===== src/rtl/seu_npu_pkg.sv =====
// Shared types and constants for the NPU event-transmit CDC path.
package seu_npu_pkg;

  localparam int unsigned NCH_DEF = 7;

  typedef enum logic [1:0] {
    ST_IDLE = 2'd0,
    ST_REQ  = 2'd1,
    ST_REL  = 2'd2
  } ch_state_e;

  localparam int unsigned CAL_START        = 0;
  localparam int unsigned IFM_RST          = 1;
  localparam int unsigned WT_RST           = 2;
  localparam int unsigned FIRST_BN         = 3;
  localparam int unsigned LAST_BN          = 4;
  localparam int unsigned TX_OFM_DONE      = 5;
  localparam int unsigned FT_LYR_PARA_DONE = 6;

endpackage


===== src/rtl/seu_npu_evt_tx_ch.sv =====
// One event channel: ack synchronizer, four-phase req/ack FSM, pending counter, sticky ovf.
// SEU_NPU_EVT_TX_QUEUE_EN enables the pending-event counter; otherwise busy-time pulses drop.
module seu_npu_evt_tx_ch
  import seu_npu_pkg::*;
#(
  parameter int unsigned CNT_W    = 2,
  parameter int unsigned SYNC_STG = 2
) (
  input  logic             clk_trans,
  input  logic             rst_n,
  input  logic             evt_pulse,
  input  logic             ack_async,
  input  logic             ovf_clr,
  output logic             req_lvl,
  output logic             busy,
  output logic [CNT_W-1:0] pend_cnt,
  output logic             ovf
);

  ch_state_e           state_q, state_d;
  logic [SYNC_STG-1:0] sync_q, sync_d;
  logic                req_q, req_d;
  logic                busy_q, busy_d;
  logic                ovf_q, ovf_d;
  logic                ack_s;
  logic                inc;
  logic                drop;
`ifdef SEU_NPU_EVT_TX_QUEUE_EN
  logic [CNT_W-1:0]    pend_q, pend_d;
  logic                dec;
`endif

  assign ack_s = sync_q[SYNC_STG-1];

  // Next-state, pending bookkeeping and overflow flag.
  always_comb begin
    sync_d  = {sync_q[SYNC_STG-2:0], ack_async};
    state_d = state_q;
    inc     = 1'b0;
    drop    = 1'b0;
`ifdef SEU_NPU_EVT_TX_QUEUE_EN
    pend_d  = pend_q;
    dec     = 1'b0;
`endif
    case (state_q)
      ST_IDLE: begin
        // A stale ack left over from before reset must clear before a new request.
        if (!ack_s) begin
          if (evt_pulse) begin
            state_d = ST_REQ;
          end
`ifdef SEU_NPU_EVT_TX_QUEUE_EN
          else if (pend_q != '0) begin
            state_d = ST_REQ;
            dec     = 1'b1;
          end
`endif
        end else begin
          inc = evt_pulse;
        end
      end
      ST_REQ: begin
        inc = evt_pulse;
        if (ack_s) begin
          state_d = ST_REL;
        end
      end
      ST_REL: begin
        if (!ack_s) begin
`ifdef SEU_NPU_EVT_TX_QUEUE_EN
          if (pend_q != '0) begin
            state_d = ST_REQ;
            dec     = 1'b1;
            inc     = evt_pulse;
          end else if (evt_pulse) begin
            state_d = ST_REQ;
          end else begin
            state_d = ST_IDLE;
          end
`else
          state_d = ST_IDLE;
          inc     = evt_pulse;
`endif
        end else begin
          inc = evt_pulse;
        end
      end
      default: state_d = ST_IDLE;
    endcase

`ifdef SEU_NPU_EVT_TX_QUEUE_EN
    if (inc && !dec) begin
      if (pend_q == '1) begin
        drop = 1'b1;
      end else begin
        pend_d = pend_q + CNT_W'(1);
      end
    end else if (dec && !inc) begin
      pend_d = pend_q - CNT_W'(1);
    end
`else
    drop = inc;
`endif

    ovf_d  = (ovf_q & ~ovf_clr) | drop;
    req_d  = (state_d == ST_REQ);
    busy_d = (state_d != ST_IDLE);
  end

  // State and output registers.
  always_ff @(posedge clk_trans or negedge rst_n) begin
    if (!rst_n) begin
      state_q <= ST_IDLE;
      sync_q  <= '0;
      req_q   <= 1'b0;
      busy_q  <= 1'b0;
      ovf_q   <= 1'b0;
`ifdef SEU_NPU_EVT_TX_QUEUE_EN
      pend_q  <= '0;
`endif
    end else begin
      state_q <= state_d;
      sync_q  <= sync_d;
      req_q   <= req_d;
      busy_q  <= busy_d;
      ovf_q   <= ovf_d;
`ifdef SEU_NPU_EVT_TX_QUEUE_EN
      pend_q  <= pend_d;
`endif
    end
  end

  assign req_lvl = req_q;
  assign busy    = busy_q;
  assign ovf     = ovf_q;
`ifdef SEU_NPU_EVT_TX_QUEUE_EN
  assign pend_cnt = pend_q;
`else
  assign pend_cnt = '0;
`endif

endmodule


===== src/rtl/seu_npu_evt_tx.sv =====
// NPU event transmitter: NCH independent pulse-to-handshake channels.
// SEU_NPU_EVT_TX_QUEUE_EN selects per-channel event queueing.
module seu_npu_evt_tx
  import seu_npu_pkg::*;
#(
  parameter int unsigned NCH      = NCH_DEF,
  parameter int unsigned CNT_W    = 2,
  parameter int unsigned SYNC_STG = 2
) (
  input  logic                 clk_trans,
  input  logic                 rst_n,
  input  logic [NCH-1:0]       evt_pulse,
  input  logic [NCH-1:0]       ack_async,
  output logic [NCH-1:0]       req_lvl,
  output logic [NCH-1:0]       busy,
  output logic [NCH*CNT_W-1:0] pend_cnt,
  output logic [NCH-1:0]       ovf,
  input  logic                 ovf_clr
);

  // One channel per event; ovf_clr fans out to all of them.
  for (genvar i = 0; i < NCH; i++) begin : g_ch
    seu_npu_evt_tx_ch #(
      .CNT_W   (CNT_W),
      .SYNC_STG(SYNC_STG)
    ) u_ch (
      .clk_trans(clk_trans),
      .rst_n    (rst_n),
      .evt_pulse(evt_pulse[i]),
      .ack_async(ack_async[i]),
      .ovf_clr  (ovf_clr),
      .req_lvl  (req_lvl[i]),
      .busy     (busy[i]),
      .pend_cnt (pend_cnt[i*CNT_W +: CNT_W]),
      .ovf      (ovf[i])
    );
  end

endmodule


===== config.mk =====
export PLATFORM = sky130hd
export DESIGN_NAME = seu_npu_evt_tx
export DESIGN_NICKNAME = d
export VERILOG_FILES = /design/src/rtl/seu_npu_pkg.sv /design/src/rtl/seu_npu_evt_tx_ch.sv /design/src/rtl/seu_npu_evt_tx.sv
export SDC_FILE = /design/constraint.sdc
export NUM_CORES = 1
export LEC_CHECK = 0
export BUFFER_PORTS_ARGS = -buffer_cell sky130_fd_sc_hd__buf_2
export CAP_MARGIN = 20
export CORE_MARGIN = 2
export CORE_UTILIZATION = 30
export CTS_CLUSTER_SIZE = 24
export DETAILED_ROUTE_END_ITERATION = 8
export PLACE_DENSITY = 0.53
export SYNTH_ARGS = -nofsm -noshare
export SYNTH_HDL_FRONTEND = slang
export SYNTH_SLANG_ARGS = --single-unit

===== constraint.sdc =====
create_clock -name clk_trans -period 3.3 [get_ports clk_trans]
set_input_delay 0.33 -clock clk_trans [delete_from_list [all_inputs] [get_ports clk_trans]]
set_output_delay 0.33 -clock clk_trans [all_outputs]
set_load 0.01 [all_outputs]

==> metrics list <==
- Outcome: finished clean
- The synthesized netlist devotes 13.17% of its cell area to adder and majority cells.
* Worst reg2reg setup slack: 1.72 ns
* Endpoint of the worst hold path: g_ch[5].u_ch.sync_q[0]
* VDD IR max: 230.8 uV
- Worst Path Buf+Inv: 1
* TritonCTS clock tree: yes
- The count of pins over their slew limit is 0.
* Arrival time reported for the critical path endpoint: 1.82 ns
- On the critical path the largest part of the delay comes from compound AO/OA/AOI/OAI gates.
- Of the post-synthesis cell area, the part taken by muxes is 2.634%.
* Crit start category: flip-flop
* Max Buffers Root-to-Sink: 2
- Between clock sinks in the finished design, the worst skew comes to 0.003077 ns.
* Layout-stage area growth over the synthesis result: 8.561%
- The number of clock buffers added by TritonCTS is 5.
- Placer Congestion: 0.7151
- The floorplan has 34 rows.
- The signal on the critical path passes through inv_1 > ha_1 > nand3b_1 > a221oi_2 > o2111a_1.
- In this run the worst path has a maximum fanout of 7.
* Crit share post-route: 47.96%
* Post-route setup TNS: 0 ns
- Die extent in y: 98.17 um
- Cell with the largest stage delay on the worst path: dfrtp_1
- Final min period: 1.583 ns
- The synthesized netlist devotes 14.11% of its cell area to compound gates.
* Hold depth: 1
- The critical path is of the reg2reg type.
* Unique cell type count in the Yosys netlist: 24
- Via count of the first global-routing pass: 1583
- Instance count of the mapped netlist: 255
- The tightest hold path in the finished design has a slack of 0.1313 ns.
- The tool flagged a number of max-cap violations equal to 0.
- The worst register-to-register path has a depth of 5.
* Asr flop ratio synth: 100.0%
- Count of filler cells inserted in the layout: 915
- At the worst endpoint, the required time is 3.54 ns.
* Number of hold-slack violations in the final timing report: 0
- On the worst path, the slowest cell contributes a delay of 0.45 ns.
* Post-detailed-placement half-perimeter wirelength: 3203 um
- Registers take 1226 um^2.
- Die area: 9636 um^2
- The routed layout has 1623 vias.
* CTS-repair resized insts: 0
- Entering global routing, the biggest net connects 29 pins.
- In the global route stage, overall resource usage came out at 8.885%.
- Setup crit end kind: flip-flop
- Hold path start: ack_async[5]
* Total of flip-flops plus latches after synthesis: 49
- In this run the cell area measured after placement is 2763 um^2.
- In this run, synthesis inferred 0 flip-flops with an integrated enable.
* Post-route cell area: 2888 um^2
- Share of synthesized area occupied by flip-flops and latches: 46.10%
- In this run the critical register-to-register path is launched from g_ch[5].u_ch.state_q[1].
* Number of buffers added to fix hold violations after cts: 1
- Min-Delay Path Class: in2reg
- Setup violations remaining at the end of the flow were counted as 0.
* Setup Buffers After CTS: 0
- Summing all multi-input logic gate instances after layout gives 1032 um^2.
- The analysis attributes to cell leakage a power of 1.510 nW.
- Warnings, synthesis: 0
- Core outline area: 8678 um^2
- Among all flip-flop cells after synthesis, the most frequent one is dfrtp_1.
- Num ports: 52
- Clock root buffer: clkbuf_8
* Antenna violations before repair: 0
- Based on the critical path, the design can be clocked at up to 631.8 MHz.
* Setup repair after global routing missed its margin: false
- Post-Synthesis Mean Instance Area: 10.43 um^2
- In this run the power density over the cells is 770.4 nW/um^2.
- Clock latency of the later-clocked register in the worst-skew pair: 0.29 ns
* Clock Sinks: 49
- Clock-pin slew was measured on the worst setup and hold paths at 0.09 ns.
* Antenna-violating nets left: 0
- Post-layout util: 33.28%
- Summed over all layers, the global routing overflow is 0.
* Net count of the finished layout: 323
- Number of levels in the clock H-tree: 2
* Die width: 98.17 um
- Sum of routed wire length over all layers: 4110 um
* Starting density of the core: 30.65%
- The endpoint identified for the worst register-to-register timing path is g_ch[5].u_ch.req_lvl.
- In this run the cell area of the synthesized design comes to 2660 um^2.
- The repair_antennas step left the layout with diodes totalling 0.
- After detailed routing, the number of remaining DRC violations is 0.
* Vias per std cell: 4.194
- Number of iterations in the first detailed-routing pass: 4
- Quantity of I/O buffers inserted on ports: 37
- After Yosys synthesis, XOR and XNOR cells account for 0% of the synthesized area.
- Fraction of the mapped netlist area in simple logic gates: 6.914%
- Largest family of logic cells by synthesized area: buffers and inverters
- Detailed-route wire length per cell: 10.62 um
- Fraction of final layout cells sized beyond drive strength 1: 18.64%
- Wire length of the first global-routing pass: 6996 um
- Iteration-0 DRC Markers: 49
[layout by cell type (no fill, tap or decap), drive strengths merged, types with 12 or more instances in the layout]
| master | n |
|---|---|
| buf | 38 |
| conb | 14 |
| dfrtp | 49 |
| inv | 47 |
| o21ai | 12 |
| a21oi | 14 |
| ha | 28 |
| nor2 | 14 |
[cells by family after synthesis]
kind of cell / after synthesis
other: 1
AND/OR/NAND/NOR: 34
buffers and inverters: 83
AO/OA/AOI/OAI: 53
multiplexers: 7
adder cells (fa/ha/maj): 28
flip-flops: 49
[worst max-delay path by stage]
stage,from,to,cells after the start
3_5_place_dp,g_ch[5].u_ch.state_q[1],g_ch[5].u_ch.req_lvl,5
6_report,g_ch[5].u_ch.state_q[1],g_ch[5].u_ch.req_lvl,5
4_1_cts,g_ch[5].u_ch.state_q[1],g_ch[5].u_ch.req_lvl,5
3_3_place_gp,g_ch[5].u_ch.state_q[1],g_ch[5].u_ch.req_lvl,5
5_1_grt,g_ch[5].u_ch.state_q[1],g_ch[5].u_ch.req_lvl,5
2_1_floorplan,g_ch[5].u_ch.state_q[1],g_ch[5].u_ch.req_lvl,5
[layout make-up]
class | instances | share of cell area, %
multi-input combinational | 136 | 35.75
clock buffer | 5 | 2.383
sequential | 49 | 42.46
inverter | 47 | 6.109
tap | 108 | 4.679
clock inverter | 3 | 1.603
timing repair buffer | 39 | 7.019
[Yosys cell counts (5+ instances only)]
master    number  area share [%]
o32ai_1        7             2.3
nor2b_1        5             1.2
a221o_1        6             2.3
buf_4         35             9.9
nand2b_1       7             1.6
mux2i_1        7             2.6
a21oi_1       14             2.6
dfrtp_1       49              46
a31o_2         5             1.6
nor2_1        14             2.0
inv_1         47             6.6
nand3b_1       7             2.0
o21ai_0       12             2.3
ha_1          28              13
[state kept, by name, summed over array words and instances, names as in the netlist]
name and cells:
g_ch.u_ch.state_q 14, g_ch.u_ch.ovf 7, g_ch.u_ch.req_lvl 7, g_ch.u_ch.busy 7
g_ch.u_ch.sync_q 14
[metrics by stage]
stage / setup WS (ns) / std cells / power [mW]
2_1_floorplan: 1.938 / 268 / 1.714
3_3_place_gp: 1.810 / 378 / 1.808
3_5_place_dp: 1.751 / 378 / 1.826
4_1_cts: 1.707 / 387 / 2.274
5_1_grt: 1.545 / 387 / 2.438
6_report: 1.717 / 387 / 2.225
[layer usage]
layer / part of all wire, % / vias up / track usage [%]
li1: - / 832 / -
met1: 44 / 758 / 10.34
met2: 52 / 29 / 16.17
met3: 3.6 / 4 / 2.219
met4: 0.73 / 0 / 2.529
met5: 0 / - / 0
[report_power, final]
group | switching (mW) | total (mW) | internal, mW
sequential | 0.102 | 0.887 | 0.785
combinational | 0.507 | 0.906 | 0.399
clock | 0.204 | 0.431 | 0.227
total | 0.814 | 2.22 | 1.41
No activity file was read; power rests on OpenSTA's default activity.
